**config.mk**
```make
export PLATFORM = sky130hd
export DESIGN_NAME = prog_loader
export DESIGN_NICKNAME = d
export VERILOG_FILES = /design/src/rtl/prog_loader.sv
export SDC_FILE = /design/constraint.sdc
export NUM_CORES = 1
export LEC_CHECK = 0
export CORE_AREA = 2 2 97 99
export CTS_CLUSTER_DIAMETER = 50
export CTS_CLUSTER_SIZE = 14
export DETAILED_ROUTE_END_ITERATION = 8
export DIE_AREA = 0 0 99 101
export GPL_TIMING_DRIVEN = 1
export PLACE_DENSITY = 0.91
export SYNTH_ARGS = -nofsm -noshare
export SYNTH_HDL_FRONTEND = slang
export SYNTH_SLANG_ARGS = --single-unit
```
**constraint.sdc**
```tcl
create_clock -name i_clk -period 3.4 [get_ports i_clk]
set_input_delay 0.34 -clock i_clk [delete_from_list [all_inputs] [get_ports i_clk]]
set_output_delay 0.34 -clock i_clk [all_outputs]
set_load 0.1 [all_outputs]
```
**src/rtl/prog_loader.sv**
```systemverilog
// Program loader: receives a length-prefixed byte stream, assembles 32-bit
// little-endian instruction words, writes them to instruction memory, verifies
// an XOR checksum and then releases the RV32I core from reset.
//
// state  | meaning
// CNT_LO | waiting for low byte of word count N
// CNT_HI | waiting for high byte of word count N
// DATA   | assembling instruction words, one byte per accepted transfer
// CSUM   | waiting for the checksum byte
// RUN    | load good, core released (terminal)
// ERR    | load failed (terminal, sticky until reset)
module prog_loader #(
  parameter int ADDR_W = 10
) (
  input  logic              i_clk,
  input  logic              i_reset,
  input  logic              i_rx_valid,
  input  logic [7:0]        i_rx_data,
  output logic              o_rx_ready,
  output logic              o_mem_we,
  output logic [ADDR_W-1:0] o_mem_addr,
  output logic [31:0]       o_mem_wdata,
  output logic              o_core_reset,
  output logic              o_done,
  output logic              o_err
);

  // 17 bits so that DEPTH = 65536 is representable when ADDR_W = 16
  localparam logic [16:0] DEPTH = 17'(1) << ADDR_W;

  typedef enum logic [2:0] {
    S_CNT_LO,
    S_CNT_HI,
    S_DATA,
    S_CSUM,
    S_RUN,
    S_ERR
  } state_t;

  state_t              r_state;
  logic [15:0]         r_n;
  logic [15:0]         r_word_idx;
  logic [1:0]          r_byte_idx;
  logic [7:0]          r_csum;
  logic [31:0]         r_asm;
  logic                r_rx_ready;
  logic                r_mem_we;
  logic [ADDR_W-1:0]   r_mem_addr;
  logic [31:0]         r_mem_wdata;
  logic                r_core_reset;
  logic                r_done;
  logic                r_err;

  logic                w_accept;
  logic [15:0]         w_n_full;
  logic                w_last_word;
  logic [31:0]         w_word;

  assign w_accept    = i_rx_valid & r_rx_ready;
  assign w_n_full    = {i_rx_data, r_n[7:0]};
  assign w_last_word = (r_word_idx == (r_n - 16'd1));

  // Assembly register with the incoming byte merged into the current lane
  always_comb begin
    w_word = r_asm;
    case (r_byte_idx)
      2'd0: w_word[7:0]   = i_rx_data;
      2'd1: w_word[15:8]  = i_rx_data;
      2'd2: w_word[23:16] = i_rx_data;
      2'd3: w_word[31:24] = i_rx_data;
      default: w_word = r_asm;
    endcase
  end

  // Loader FSM; outputs are registered alongside the state they belong to
  always_ff @(posedge i_clk) begin
    if (i_reset) begin
      r_state      <= S_CNT_LO;
      r_n          <= '0;
      r_word_idx   <= '0;
      r_byte_idx   <= '0;
      r_csum       <= '0;
      r_asm        <= '0;
      r_rx_ready   <= 1'b1;
      r_mem_we     <= 1'b0;
      r_mem_addr   <= '0;
      r_mem_wdata  <= '0;
      r_core_reset <= 1'b1;
      r_done       <= 1'b0;
      r_err        <= 1'b0;
    end else begin
      r_mem_we <= 1'b0;
      if (w_accept) begin
        case (r_state)
          S_CNT_LO: begin
            r_n[7:0] <= i_rx_data;
            r_state  <= S_CNT_HI;
          end
          S_CNT_HI: begin
            r_n[15:8]  <= i_rx_data;
            r_word_idx <= '0;
            r_byte_idx <= '0;
            if ({1'b0, w_n_full} > DEPTH) begin
              r_state    <= S_ERR;
              r_rx_ready <= 1'b0;
              r_err      <= 1'b1;
            end else if (w_n_full == 16'd0) begin
              r_state <= S_CSUM;
            end else begin
              r_state <= S_DATA;
            end
          end
          S_DATA: begin
            r_asm      <= w_word;
            r_csum     <= r_csum ^ i_rx_data;
            r_byte_idx <= r_byte_idx + 2'd1;
            if (r_byte_idx == 2'd3) begin
              r_mem_we    <= 1'b1;
              r_mem_addr  <= r_word_idx[ADDR_W-1:0];
              r_mem_wdata <= w_word;
              r_word_idx  <= r_word_idx + 16'd1;
              if (w_last_word) begin
                r_state <= S_CSUM;
              end
            end
          end
          S_CSUM: begin
            r_rx_ready <= 1'b0;
            if (i_rx_data == r_csum) begin
              r_state      <= S_RUN;
              r_core_reset <= 1'b0;
              r_done       <= 1'b1;
            end else begin
              r_state <= S_ERR;
              r_err   <= 1'b1;
            end
          end
          default: begin
            r_state <= r_state;
          end
        endcase
      end
    end
  end

  assign o_rx_ready   = r_rx_ready;
  assign o_mem_we     = r_mem_we;
  assign o_mem_addr   = r_mem_addr;
  assign o_mem_wdata  = r_mem_wdata;
  assign o_core_reset = r_core_reset;
  assign o_done       = r_done;
  assign o_err        = r_err;

endmodule
```
==> metrics <==
Most used DFF post-synth=sky130_fd_sc_hd__dfxtp_1; number of cells in the finished layout apart from fillers=789; I/O pin count=58; path length in cells of the critical path=1; detailed-placement wirelength estimate=8.60 mm; initial antenna violation count=0; clock latency on the worst-skew pair=520 ps; Warnings, synthesis=0; pre-CTS setup slack=944 ps; setup repair after global routing missed its margin=no; Hold Path Cell Cnt=2; CP delay by family, top=buffers and inverters; final setup skew=5.97 ps; max incr delay on CP=1180 ps; vias in the first global route=4733; Post-Route Hold Slack=441 ps; # placed instances=757; clock buffer depth=2; Max Clk Rate=402 MHz; final standard cell area without fillers=0.00659 mm²; post-route clock period utilization=73.1%; number of synthesized register bits=116; via count normalized by instance count=6.03; Setup-failing EPs final=0; power per cell area=533 mW/mm²; Syn Std Cell Area=0.00539 mm²; worst path cell trace=clkdlybuf4s50_1; max-slew violation total from the final report=0; most common cell after layout, fill and taps aside=sky130_fd_sc_hd__dfxtp_1; post-layout total power=3.51 mW; capturing point of the worst reg2reg path=r_state[0]; total inserted antenna cells=0; worst-margin pin slew=1030 ps; number of resized instances in the post-cts repair step=0; hold buffer count at CTS=0; share of cells above drive strength 1=9.44%; final hold violation count=0; GR Overflow Total=0; element type at the critical path end=output port; minimum clock period=2490 ps; launch instance of the worst min-delay path=i_reset; WL per Instance=17.5 µm; min setup slack post-route=913 ps; final-layout fill cell count=584; Synthesized Nets=646; met1 Usage GRT=33.5%; Worst Path Class, Setup=register to output port; count of buffer and inverter cells on the critical path=1; crit-path max FO=4; count of nets after finishing=683; CP startpoint kind=register; final sum of negative setup slack=0 ps; cell accounting for the most synthesized area=sky130_fd_sc_hd__dfxtp_1; cell with the biggest individual delay on the critical path=sky130_fd_sc_hd__clkdlybuf4s50_1; mean instance size in the synthesized netlist=8.58 µm²; TritonCTS Buffers=17; Post-route DRC=0; clock slew seen by the registers of the worst setup and hold paths=60 ps; slack of the worst reg-to-reg path=1020 ps; share of synthesized registers carrying an async set or reset=0%; met3 capacity usage during global routing=6.38%; initial standard-cell utilization of the core=60.0%; DR iter-0 viols=274; endpoint required time on the critical path=3060 ps; data arrival time at the worst-slack endpoint=2150 ps; first-pass GRT wire length=22.7 mm; post-CTS setup repair buffer count=0; highest-count cells in the layout ignoring fill and taps=116 x sky130_fd_sc_hd__dfxtp_1, 84 x sky130_fd_sc_hd__nand2_1, 83 x sky130_fd_sc_hd__nor2_1, 56 x sky130_fd_sc_hd__clkdlybuf4s50_1, 52 x sky130_fd_sc_hd__a21oi_1; DRT Pass-1 Iters=5; busiest grt layer=met2; total number of placement rows=35; leakage dissipation=2.28 nW; Clock Tree Root=sky130_fd_sc_hd__clkbuf_8; CTS H-Tree Depth=4; count of vias placed by the detailed router=4759; Final Routed Wirelength=13.8 mm; full die area=0.0100 mm²; worst rel slew slack=31.3%; run status=finished, final reports clean; met2 usage in global routing=50.0%; hold endpoint=r_n[12]; layout overhead on the synthesized area=22.3%; multi-input gate area in the final layout=0.00282 mm²; number of maximum-capacitance violations=0; placement-stage cell area=0.00598 mm²; path class of the lowest-slack min-delay path=input pin to register; count of distinct cell types in the synthesized netlist=54; storage element area=0.00232 mm²; floorplan die width=99 µm; clock sink count=116; largest vdd supply drop=0.402 mV; register area share after synthesis=43.1%; die height=101 µm; top post-synthesis cells by area=sky130_fd_sc_hd__dfxtp_1 43%, sky130_fd_sc_hd__mux2i_1 7.4%, sky130_fd_sc_hd__nand2_1 5.9%; overall routing resource usage=28.7%; port buffer count=57; Synth top area share=43.1%; core area=0.00898 mm²; worst r2r path cells=8; number of synthesized flops with an enable pin=0; Crit Reg-Reg Startpoint=r_n[0]; pin count of the biggest net entering global routing=53; core utilization of the finished layout=73.4%; final weighted congestion in routability-driven placement=0.849; DRT antenna net count=0; cell count after synthesis=628; TritonCTS clock tree=done
## cell usage after synthesis, types with 3 or more instances
cell	count
sky130_fd_sc_hd__a21oi_1	52
sky130_fd_sc_hd__buf_1	5
sky130_fd_sc_hd__nor3_1	8
sky130_fd_sc_hd__nor2b_1	3
sky130_fd_sc_hd__a211oi_1	25
sky130_fd_sc_hd__clkbuf_1	38
sky130_fd_sc_hd__xor2_1	25
sky130_fd_sc_hd__nand3b_1	3
sky130_fd_sc_hd__nor4_1	5
sky130_fd_sc_hd__inv_1	10
sky130_fd_sc_hd__xnor2_1	21
sky130_fd_sc_hd__nand3_1	31
sky130_fd_sc_hd__nor2_1	84
sky130_fd_sc_hd__and3_1	4
sky130_fd_sc_hd__o21ai_0	5
sky130_fd_sc_hd__mux2i_1	40
sky130_fd_sc_hd__nand2_1	84
sky130_fd_sc_hd__dfxtp_1	116
sky130_fd_sc_hd__ha_1	7
sky130_fd_sc_hd__o2111ai_1	6
sky130_fd_sc_hd__nand2b_1	5
sky130_fd_sc_hd__buf_2	8
## registers in the layout, indices dropped and copies added, names as in the netlist
name	count
r_n	16
r_csum	8
o_mem_wdata	32
r_word_idx	16
o_rx_ready	1
o_mem_addr	10
r_state	3
o_core_reset	1
o_err	1
r_byte_idx	2
r_asm	24
o_mem_we	1
o_done	1
## power breakdown
part / switching (mW) / internal, mW / leakage (nW)
sequential: 0.0320 / 1.38 / 0.936
clock: 0.669 / 1.14 / 0.292
combinational: 0.176 / 0.119 / 1.05
## metal layers
| metal | up-vias | wire length (µm) |
|---|---|---|
| met5 | - | 0 |
| met4 | 0 | 434 |
| met3 | 46 | 923 |
| met2 | 217 | 7000 |
| met1 | 2264 | 5470 |
| li1 | 2232 | - |
## area by class of cell
cell class	count	area share [%]
inverters	10	0.570
flip-flops and latches	116	35.3
well taps	111	2.11
multi-input cells	450	42.8
clock inverters	14	2.68
repair buffers	70	10.1
clock buffers	18	6.50
## kinds of logic (layout without fill, tap and decap cells)
family	after synthesis	count (layout)	synth area share [%]
AO/OA/AOI/OAI	106	106	13.2
XOR/XNOR	47	47	7.90
adder cells (fa/ha/maj)	7	7	1.63
buffers and inverters	62	112	4.65
flip-flops	116	116	43.1
multiplexers	42	42	7.85
AND/OR/NAND/NOR	248	248	21.6
## worst max path at each step
stage                     slack [ps]  startpoint              to
after floorplan                 1000  o_rx_ready  r_word_idx[10]
after global placement          1040  i_rx_valid   r_word_idx[6]
after CTS                        920  o_rx_ready      o_rx_ready
after detailed placement         940  i_rx_valid   r_word_idx[6]
final                            910  o_rx_ready      o_rx_ready
after global routing             850  o_rx_ready      o_rx_ready
Power figures use the tool's default switching activity.
